$ cat config.mk
export PLATFORM = sky130hd
export DESIGN_NAME = xspi_phy_slave_sync
export DESIGN_NICKNAME = d
export VERILOG_FILES = /design/src/rtl/xspi_pkg.sv /design/src/rtl/xspi_sync_edge.sv /design/src/rtl/xspi_phy_slave_sync.sv
export SDC_FILE = /design/constraint.sdc
export NUM_CORES = 1
export LEC_CHECK = 0
export CORE_MARGIN = 4
export CORE_UTILIZATION = 30
export CTS_BUF_LIST = sky130_fd_sc_hd__clkbuf_2 sky130_fd_sc_hd__clkbuf_4 sky130_fd_sc_hd__clkbuf_8
export DETAILED_ROUTE_END_ITERATION = 6
export PLACE_DENSITY = 0.56
export REMOVE_ABC_BUFFERS = 1
export SYNTH_ARGS = -nofsm -noshare
export SYNTH_HDL_FRONTEND = slang
export SYNTH_SLANG_ARGS = --single-unit
$ cat constraint.sdc
create_clock -name clk_i -period 10.2 [get_ports clk_i]
set_input_delay 2.04 -clock clk_i [delete_from_list [all_inputs] [get_ports clk_i]]
set_output_delay 2.04 -clock clk_i [all_outputs]
set_load 0.1 [all_outputs]
$ cat src/rtl/xspi_pkg.sv
// Shared types and helpers for the system-clocked xSPI slave PHY.
package xspi_pkg;

  localparam logic [1:0] XSPI_MODE_1 = 2'b00;
  localparam logic [1:0] XSPI_MODE_2 = 2'b01;
  localparam logic [1:0] XSPI_MODE_4 = 2'b10;
  localparam logic [1:0] XSPI_MODE_8 = 2'b11;

  typedef enum logic [1:0] {
    ST_IDLE  = 2'd0,
    ST_WAIT  = 2'd1,
    ST_DUMMY = 2'd2,
    ST_XFER  = 2'd3
  } xspi_state_e;

  function automatic logic [3:0] xspi_lanes(input logic [1:0] mode);
    return 4'd1 << mode;
  endfunction

  // Bus cycles needed for bc bits: ceil(bc / lanes).
  function automatic logic [15:0] xspi_cycles(input logic [15:0] bc, input logic [1:0] mode);
    logic [15:0] lanes_m1;
    lanes_m1 = {12'd0, xspi_lanes(mode)} - 16'd1;
    return (bc + lanes_m1) >> mode;
  endfunction

endpackage

$ cat src/rtl/xspi_sync_edge.sv
// Multi-stage synchroniser for one asynchronous bit, with rise/fall pulses
// derived from one extra register behind the synchronised level.
module xspi_sync_edge #(
  parameter int unsigned SYNC_STAGES = 2
) (
  input  logic clk_i,
  input  logic rst_ni,
  input  logic d_i,
  output logic level_o,
  output logic rise_o,
  output logic fall_o
);

  logic [SYNC_STAGES-1:0] sync_q;
  logic                   prev_q;

  always_ff @(posedge clk_i) begin
    if (!rst_ni) begin
      sync_q <= '0;
      prev_q <= 1'b0;
    end else begin
      sync_q <= {sync_q[SYNC_STAGES-2:0], d_i};
      prev_q <= sync_q[SYNC_STAGES-1];
    end
  end

  assign level_o = sync_q[SYNC_STAGES-1];
  assign rise_o  = level_o & ~prev_q;
  assign fall_o  = ~level_o & prev_q;

endmodule

$ cat src/rtl/xspi_phy_slave_sync.sv
// System-clocked xSPI slave PHY: oversampled sck/sce/sio, descriptor-driven
// transfers with dummy cycles. Define XSPI_DDR_EN to add the DDR option.
module xspi_phy_slave_sync
  import xspi_pkg::*;
#(
  parameter  int unsigned WORD_SIZE        = 32,
  parameter  int unsigned CYCLE_COUNT_BITS = 6,
  parameter  int unsigned SYNC_STAGES      = 2,
  localparam int unsigned BCW              = $clog2(WORD_SIZE) + 1
) (
  input  logic                        clk_i,
  input  logic                        rst_ni,
  input  logic                        sck_i,
  input  logic                        sce_i,
  input  logic [7:0]                  sio_i,
  output logic [7:0]                  sio_o,
  output logic                        sio_oe_o,
  input  logic                        txn_valid_i,
  output logic                        txn_ready_o,
  input  logic [BCW-1:0]              txnbc_i,
  input  logic [1:0]                  txnmode_i,
  input  logic                        txndir_i,
  input  logic [CYCLE_COUNT_BITS-1:0] txndummy_i,
  input  logic [WORD_SIZE-1:0]        txndata_i,
`ifdef XSPI_DDR_EN
  input  logic                        txnddr_i,
`endif
  output logic [WORD_SIZE-1:0]        rxdata_o,
  output logic                        rxvalid_o,
  output logic                        txnerr_o,
  output logic                        active_o
);

  logic sck_level_unused, sck_r, sck_f;
  logic sce_s, sce_r, sce_f;
  logic [SYNC_STAGES-1:0][7:0] sio_sync_q;
  logic [7:0] sio_s;

  xspi_sync_edge #(.SYNC_STAGES(SYNC_STAGES)) u_sck_sync (
    .clk_i(clk_i), .rst_ni(rst_ni), .d_i(sck_i),
    .level_o(sck_level_unused), .rise_o(sck_r), .fall_o(sck_f)
  );

  xspi_sync_edge #(.SYNC_STAGES(SYNC_STAGES)) u_sce_sync (
    .clk_i(clk_i), .rst_ni(rst_ni), .d_i(sce_i),
    .level_o(sce_s), .rise_o(sce_r), .fall_o(sce_f)
  );

  always_ff @(posedge clk_i) begin
    if (!rst_ni) sio_sync_q <= '0;
    else         sio_sync_q <= {sio_sync_q[SYNC_STAGES-2:0], sio_i};
  end
  assign sio_s = sio_sync_q[SYNC_STAGES-1];

  xspi_state_e                 state_q, state_d;
  logic [1:0]                  mode_q, mode_d;
  logic                        dir_q, dir_d;
  logic [CYCLE_COUNT_BITS-1:0] dummy_q, dummy_d;
  logic [CYCLE_COUNT_BITS-1:0] dcnt_q, dcnt_d;
  logic [CYCLE_COUNT_BITS-1:0] cnt_q, cnt_d;
  logic [BCW-1:0]              cycles_q, cycles_d;
  logic [BCW-1:0]              idx_q, idx_d;
  logic                        started_q, started_d;
  logic [WORD_SIZE-1:0]        data_q, data_d;
  logic [WORD_SIZE-1:0]        rx_q, rx_d;
  logic [WORD_SIZE-1:0]        rxdata_q, rxdata_d;
  logic                        rxvalid_q, rxvalid_d;
  logic                        err_q, err_d;
  logic                        ddr;

`ifdef XSPI_DDR_EN
  logic ddr_q, ddr_d;
  assign ddr = ddr_q;
`else
  assign ddr = 1'b0;
`endif

  logic [3:0]           lanes;
  logic [7:0]           lane_mask;
  logic [WORD_SIZE-1:0] rx_shifted;
  logic [WORD_SIZE-1:0] tx_shifted;
  logic [BCW-1:0]       txn_cycles;
  logic                 xfer_edge, idx_edge;

  assign lanes      = xspi_lanes(mode_q);
  assign lane_mask  = 8'hFF >> (4'd8 - lanes);
  assign rx_shifted = (rx_q << lanes) | WORD_SIZE'(sio_s & lane_mask);
  assign tx_shifted = data_q >> (idx_q << mode_q);
  assign txn_cycles = BCW'(xspi_cycles(16'(txnbc_i), txnmode_i));
  // In DDR both sck edges are bus cycles; in SDR only rises sample and falls advance.
  assign xfer_edge  = sck_r | (ddr & sck_f);
  assign idx_edge   = ddr ? (sck_r | sck_f) : sck_f;

  always_comb begin
    state_d   = state_q;
    mode_d    = mode_q;
    dir_d     = dir_q;
    dummy_d   = dummy_q;
    dcnt_d    = dcnt_q;
    cnt_d     = cnt_q;
    cycles_d  = cycles_q;
    idx_d     = idx_q;
    started_d = started_q;
    data_d    = data_q;
    rx_d      = rx_q;
    rxdata_d  = rxdata_q;
    rxvalid_d = 1'b0;
    err_d     = err_q;
`ifdef XSPI_DDR_EN
    ddr_d     = ddr_q;
`endif
    if (sce_f) begin
      state_d = ST_IDLE;
    end else begin
      unique case (state_q)
        ST_IDLE: begin
          if (sce_r) begin
            state_d = ST_WAIT;
            err_d   = 1'b0;
          end
        end
        ST_WAIT: begin
          if (sck_r | sck_f) err_d = 1'b1;
          if (txn_valid_i) begin
            if (txnbc_i == '0 || txnbc_i > BCW'(WORD_SIZE)) begin
              err_d = 1'b1;
            end else begin
              mode_d    = txnmode_i;
              dir_d     = txndir_i;
              dummy_d   = txndummy_i;
              data_d    = txndata_i;
              cycles_d  = txn_cycles;
              idx_d     = txn_cycles - BCW'(1);
              rx_d      = '0;
              cnt_d     = '0;
              dcnt_d    = '0;
              started_d = 1'b0;
`ifdef XSPI_DDR_EN
              ddr_d     = txnddr_i;
`endif
              state_d   = (txndummy_i != '0) ? ST_DUMMY : ST_XFER;
            end
          end
        end
        ST_DUMMY: begin
          if (sck_r) begin
            dcnt_d = dcnt_q + CYCLE_COUNT_BITS'(1);
            if (dcnt_d == dummy_q) state_d = ST_XFER;
          end
        end
        ST_XFER: begin
          if (idx_edge && started_q && idx_q != '0) idx_d = idx_q - BCW'(1);
          if (xfer_edge) begin
            started_d = 1'b1;
            rx_d      = rx_shifted;
            cnt_d     = cnt_q + CYCLE_COUNT_BITS'(1);
            if (cnt_d == CYCLE_COUNT_BITS'(cycles_q)) begin
              rxdata_d  = rx_shifted;
              rxvalid_d = 1'b1;
              state_d   = ST_WAIT;
            end
          end
        end
        default: state_d = ST_IDLE;
      endcase
    end
  end

  always_ff @(posedge clk_i) begin
    if (!rst_ni) begin
      state_q   <= ST_IDLE;
      mode_q    <= XSPI_MODE_1;
      dir_q     <= 1'b0;
      dummy_q   <= '0;
      dcnt_q    <= '0;
      cnt_q     <= '0;
      cycles_q  <= '0;
      idx_q     <= '0;
      started_q <= 1'b0;
      data_q    <= '0;
      rx_q      <= '0;
      rxdata_q  <= '0;
      rxvalid_q <= 1'b0;
      err_q     <= 1'b0;
    end else begin
      state_q   <= state_d;
      mode_q    <= mode_d;
      dir_q     <= dir_d;
      dummy_q   <= dummy_d;
      dcnt_q    <= dcnt_d;
      cnt_q     <= cnt_d;
      cycles_q  <= cycles_d;
      idx_q     <= idx_d;
      started_q <= started_d;
      data_q    <= data_d;
      rx_q      <= rx_d;
      rxdata_q  <= rxdata_d;
      rxvalid_q <= rxvalid_d;
      err_q     <= err_d;
    end
  end

`ifdef XSPI_DDR_EN
  always_ff @(posedge clk_i) begin
    if (!rst_ni) ddr_q <= 1'b0;
    else         ddr_q <= ddr_d;
  end
`endif

  assign txn_ready_o = (state_q == ST_WAIT);
  assign sio_oe_o    = (state_q == ST_XFER) & dir_q;
  assign sio_o       = (state_q == ST_XFER) ? (tx_shifted[7:0] & lane_mask) : 8'h00;
  assign rxdata_o    = rxdata_q;
  assign rxvalid_o   = rxvalid_q;
  assign txnerr_o    = err_q;
  assign active_o    = sce_s;

endmodule

=== Word level (Yosys, flattened, before mapping) ===
Index checks and enable logic that the tools add are counted.

* Mux-type cells: 34
* Add/subtract/negate cells: 7
* Bitwise operators: 18
* Divide/modulo/power cells: 0
* Equality and inequality tests: 13
* Reductions and logical operators: 19
* Shift operators: 7
* $lt $le $gt $ge: 1
* $mul: 0

{| class="wikitable"
|+ Operators with widths
! operator !! count
|-
| 2-to-1 mux 32 bit || 3
|-
| one-hot mux 32 bit (2 select lines) || 1
|-
| 2-to-1 mux 6 bit || 7
|-
| one-hot mux 6 bit (2 select lines) || 3
|-
| OR 32 x 8 -> 32 bit || 1
|-
| << shifter 32 x 4 -> 32 bit || 1
|-
| >> shifter 32 x 6 -> 8 bit || 1
|-
| bitwise AND 8 bit || 2
|-
| inequality test 2 bit (second input constant) || 8
|-
| >> shifter 16 x 2 -> 6 bit || 1
|-
| AND reduction 5 bit || 3
|-
| 2-to-1 mux 2 bit || 7
|-
| adder 6 x 1 -> 6 bit (second input constant) || 2
|-
| == test 6 bit || 2
|-
| nonzero test 6 bit || 2
|-
| subtractor 6 x 1 -> 6 bit (second input constant) || 2
|-
| 2-to-1 mux 1 bit || 9
|-
| NOT 1 bit || 9
|-
| adder 7 x 5 -> 8 bit || 1
|-
| 2-to-1 mux 8 bit || 1
|-
| one-hot mux 2 bit (4 select lines) || 1
|-
| AND reduction 4 bit || 2
|-
| << shifter 1 x 2 -> 4 bit (first input constant) || 2
|-
| >> shifter 8 x 4 -> 8 bit (first input constant) || 1
|-
| 18 further kinds || 27
|}

* Memories: 0
* Register bits: 156
* Latch bits: 0
* Logic and storage cells: 119
* ROM bits: 0
* Memory bits (writable): 0
* Output and inout port bits: 45

=== Longest topological paths before layout ===
* Depth after elaboration: 8
* Mapped depth: 17

=== Cells and area by module ===
Synthesis repeated with hierarchy kept, for this count alone.

* Cell total of the unflattened synthesis: 968
* Area, all modules: 8474.4 um2

{| class="wikitable"
|+ Modules (own cells, without submodules)
! module !! area each (um2) !! instances !! seq. area each (um2) !! cells each
|-
| xspi_phy_slave_sync || 8291.7 || 1 || 2982.9 || 952
|-
| xspi_sync_edge || 91.3 || 2 || 60.1 || 8
|}

=== Worst setup path after synthesis ===
Ideal clock, no wire load.

* Path type: register to output
* Start point: register mode_q[0]
* End point: output sio_o[6]
* Arrival time: 4.206 ns
* Required time: 8.160 ns
* Stages on the path, launching flop included: 10
* Path slack: 3.954 ns
* Cells stage by stage: dfxtp_1 -> clkbuf_1 -> mux2i_1 -> nor2_1 -> buf_2 -> mux2i_1 -> mux2i_1 -> nand2_1 -> a21oi_1 -> a211oi_1

* Word-level cells in the longest chain between the ends: 5

{| class="wikitable"
|+ Ends and longest elaborated chain
! what !! line !! text
|-
| start: declaration || xspi_phy_slave_sync.sv:56 || <nowiki>logic [1:0] mode_q, mode_d;</nowiki>
|-
| start signal: assignment || xspi_phy_slave_sync.sv:187 || <nowiki>mode_q <= mode_d;</nowiki>
|-
| << shifter 1 x 2 -> 4 bit || xspi_pkg.sv:17 || <nowiki>return 4'd1 << mode;</nowiki>
|-
| subtractor 4 bit || xspi_phy_slave_sync.sv:86 || <nowiki>assign lane_mask = 8'hFF >> (4'd8 - lanes);</nowiki>
|-
| >> shifter 8 x 4 -> 8 bit || xspi_phy_slave_sync.sv:86 ||
|-
| bitwise AND 8 bit (*) || xspi_phy_slave_sync.sv:212 || <nowiki>assign sio_o = (state_q == ST_XFER) ? (tx_shifted[7:0] & lane_mask) : 8'h00;</nowiki>
|-
| 2-to-1 mux 8 bit (*) || xspi_phy_slave_sync.sv:212 ||
|-
| end: declaration || xspi_phy_slave_sync.sv:16 || <nowiki>output logic [7:0] sio_o,</nowiki>
|}

Every way passes the cells marked *; elsewhere a longest branch is shown, timed or not.

=== Final worst setup path ===
* Start point: register mode_q[0]
* End point: output sio_o[0]

The elaborated chain is that of the path after synthesis.

==> results.sh <==
export IMPL_outcome="completed"
export IMPL_cp_data_required_time_ns=8.16
export IMPL_grt_pass1_vias=6741
export IMPL_drive_gt1_frac=0.0928
export IMPL_drt_first_pass_iters=4
export IMPL_ys_top_cells_by_area="dfxtp_1, mux2i_1, mux4_2"
export IMPL_core_area_sq_um=28000
export IMPL_utilization=0.372
export IMPL_cts_root_buf="clkbuf_8"
export IMPL_slew_violations=0
export IMPL_synth_flop_cell="dfxtp_1"
export IMPL_insertion_delay_ns=0.45
export IMPL_crit_family="buffers and inverters"
export IMPL_yosys_area_top_type_share=0.361
export IMPL_top_usage_layer="met2"
export IMPL_cp_arrival_ns=4.67
export IMPL_met1_usage=0.199
export IMPL_finalCriticalPeriod_ns=6.71
export IMPL_critical_path_max_stage_delay_ns=1.18
export IMPL_cts_setup_buffers=0
export IMPL_io_buffers=104
export IMPL_synth_top_area_cell="dfxtp_1"
export IMPL_drc=0
export IMPL_ant_nets=0
export IMPL_seq_area_frac_synth=0.361
export IMPL_max_freq_ghz=0.149
export IMPL_grt_pass1_wl_um=35600
export IMPL_timing_critical_path_slowest_stage_cell="clkdlybuf4s50_1"
export IMPL_p_total_mw=1.65
export IMPL_die_x_um=177
export IMPL_peakVddDrop_v=0.0000913
export IMPL_holdBufCountCts=0
export IMPL_vias=6956
export IMPL_finalSetupViolations=0
export IMPL_final_area_sq_um=10400
export IMPL_holdCritPathClass="flop to flop"
export IMPL_track_usage=0.139
export IMPL_antennaDiodeCount=0
export IMPL_finClkSkew_ns=0.0132
export IMPL_wire_per_inst_um=15.8
export IMPL_finalNetCount=1077
export IMPL_pre_cts_ws_ns=3.94
export IMPL_netlist_area_sq_um=8600
export IMPL_crit_fanout=45
export IMPL_async_flop_share=0
export IMPL_drv_cap=0
export IMPL_synth_edf_count=0
export IMPL_die_height_um=177
export IMPL_use_met3=0.0331
export IMPL_wl_um=22000
export IMPL_start_util=0.307
export IMPL_cts_resized=0
export IMPL_met2_usage=0.212
export IMPL_via_per_inst=5.00
export IMPL_clk_pin_slew_worst_paths_ns=0.09
export IMPL_cts_tree="built"
export IMPL_rsz0062_at_grt="false"
export IMPL_endpoint_kind="primary output"
export IMPL_grt_overflow=0
export IMPL_synth_seq_cells=155
export IMPL_tightest_slew_ns=1.24
export IMPL_crit_buf_inv=2
export IMPL_tns_ns=0
export IMPL_syn_area_per_cell_sq_um=9.29
export IMPL_crit_type="flop to primary output"
export IMPL_clock_path_buffers=2
export IMPL_gp_congestion=0.811
export IMPL_yosys_warnings=0
export IMPL_placed_cell_area_sq_um=9990
export IMPL_path_cells="buf_4 > mux2i_1 > nor2_4 > mux4_2 > and2_1 > a211oi_1 > a311o_1 > a21oi_1 > clkdlybuf4s50_1"
export IMPL_drtIter0Drc=475
export IMPL_dp_cells=1359
export IMPL_r2r_slack_ns=7.44
export IMPL_synthToLayoutAreaGrowth_pct=21.2
export IMPL_hold_ws_ns=0.438
export IMPL_clkSinkCount=155
export IMPL_period_share=0.658
export IMPL_ios=105
export IMPL_layout_cells_non_filler=1391
export IMPL_dpl_hpwl_um=15200
export IMPL_cp_start_kind="flop"
export IMPL_max_slew_margin=0.149
export IMPL_synthCells=925
export IMPL_cellPowerDensity_nw_per_um2=158
export IMPL_grt_max_degree=84
export IMPL_synth_distinct_cells=66
export IMPL_synth_most_common_cell="dfxtp_1"
export IMPL_htreeDepth=4
export IMPL_dieArea_sq_um=31400
export IMPL_final_hold_viol_count=0
export IMPL_p_leak_nw=3.75
export IMPL_cts_buffers=17
export IMPL_synth_commonest_cells="dfxtp_1, mux2i_1, nor2_1"
export IMPL_fin_ws_ns=3.49
export IMPL_antenna_found_initial=0
export IMPL_rows=61
## registers in the layout, indices dropped and copies added (netlist names), 2 cells and up
signal	flops
data_q	32
rxdata_o	32
rx_q	31
sio_s	8
sio_sync_q	8
cnt_q	6
cycles_q	6
dcnt_q	6
dummy_q	6
idx_q	6
mode_q	2
state_q	2
u_sce_sync.sync_q	2
u_sck_sync.sync_q	2
## final timing paths
path / to / startpoint / depth (start not counted)
worst max-delay path: sio_o[0] / mode_q[0] / 9
worst max register to register: data_q[17] / state_q[1] / 7
worst min-delay path: sio_s[7] / sio_sync_q[7] / 1
worst min register to register: sio_s[7] / sio_sync_q[7] / 1
## metal layers
metal,up-vias,part of all wire
met1,3302,0.50
met4,0,0.012
met5,-,0
li1,3476,-
met2,161,0.44
met3,17,0.050
## logic make-up (layout without fill, tap and decap cells)
family                   Yosys count  count (layout)  share of synthesized area
AND/OR/NAND/NOR                  316             316                      0.167
multiplexers                     188             188                      0.265
flip-flops                       155             155                      0.361
AO/OA/AOI/OAI                    145             145                      0.117
buffers and inverters             80             165                     0.0370
XOR/XNOR                          23              23                     0.0266
adder cells (fa/ha/maj)           17              17                     0.0256
other                              1               4                   0.000436
## final cells by class
class                           count  area [sq um]
Fill cell                        2829         17600
Multi-Input combinational cell    693          5210
Sequential cell                   155          3110
Timing Repair Buffer              116          1130
Tap cell                          378           473
Clock buffer                       20           269
Clock inverter                     12           159
Inverter                           17          66.3
## power breakdown
group / total [mW] / internal (mW) / switching (mW)
clock network: 0.514 / 0.260 / 0.253
registers: 0.663 / 0.633 / 0.0302
logic: 0.469 / 0.188 / 0.281
total: 1.65 / 1.08 / 0.564
## worst register-to-register path, delay by kind of cell, from the launching register on
family,cells,cell delay [ns]
AND/OR/NAND/NOR,2,0.69
adder cells (fa/ha/maj),1,0.29
buffers and inverters,3,0.91
multiplexers,1,0.37
flip-flops,1,0.35
## placed cells by master, fill, tap and decap left out, types with 5 or more instances in the layout
master / instances
a211oi_1: 17
a21oi_1: 28
a22oi_1: 37
a31oi_1: 6
and2_1: 30
and3_1: 5
buf_4: 12
clkbuf_8: 19
clkdlybuf4s50_1: 104
dfxtp_1: 153
ha_1: 16
inv_1: 15
mux2i_1: 152
mux4_2: 31
nand2_1: 62
nand2b_1: 7
nand3_1: 13
nor2_1: 149
nor2b_1: 6
nor3_1: 16
o211ai_1: 6
o21ai_0: 11
o21ai_1: 7
xnor2_1: 13
xor2_1: 8
(Power assumes the default switching activity.)
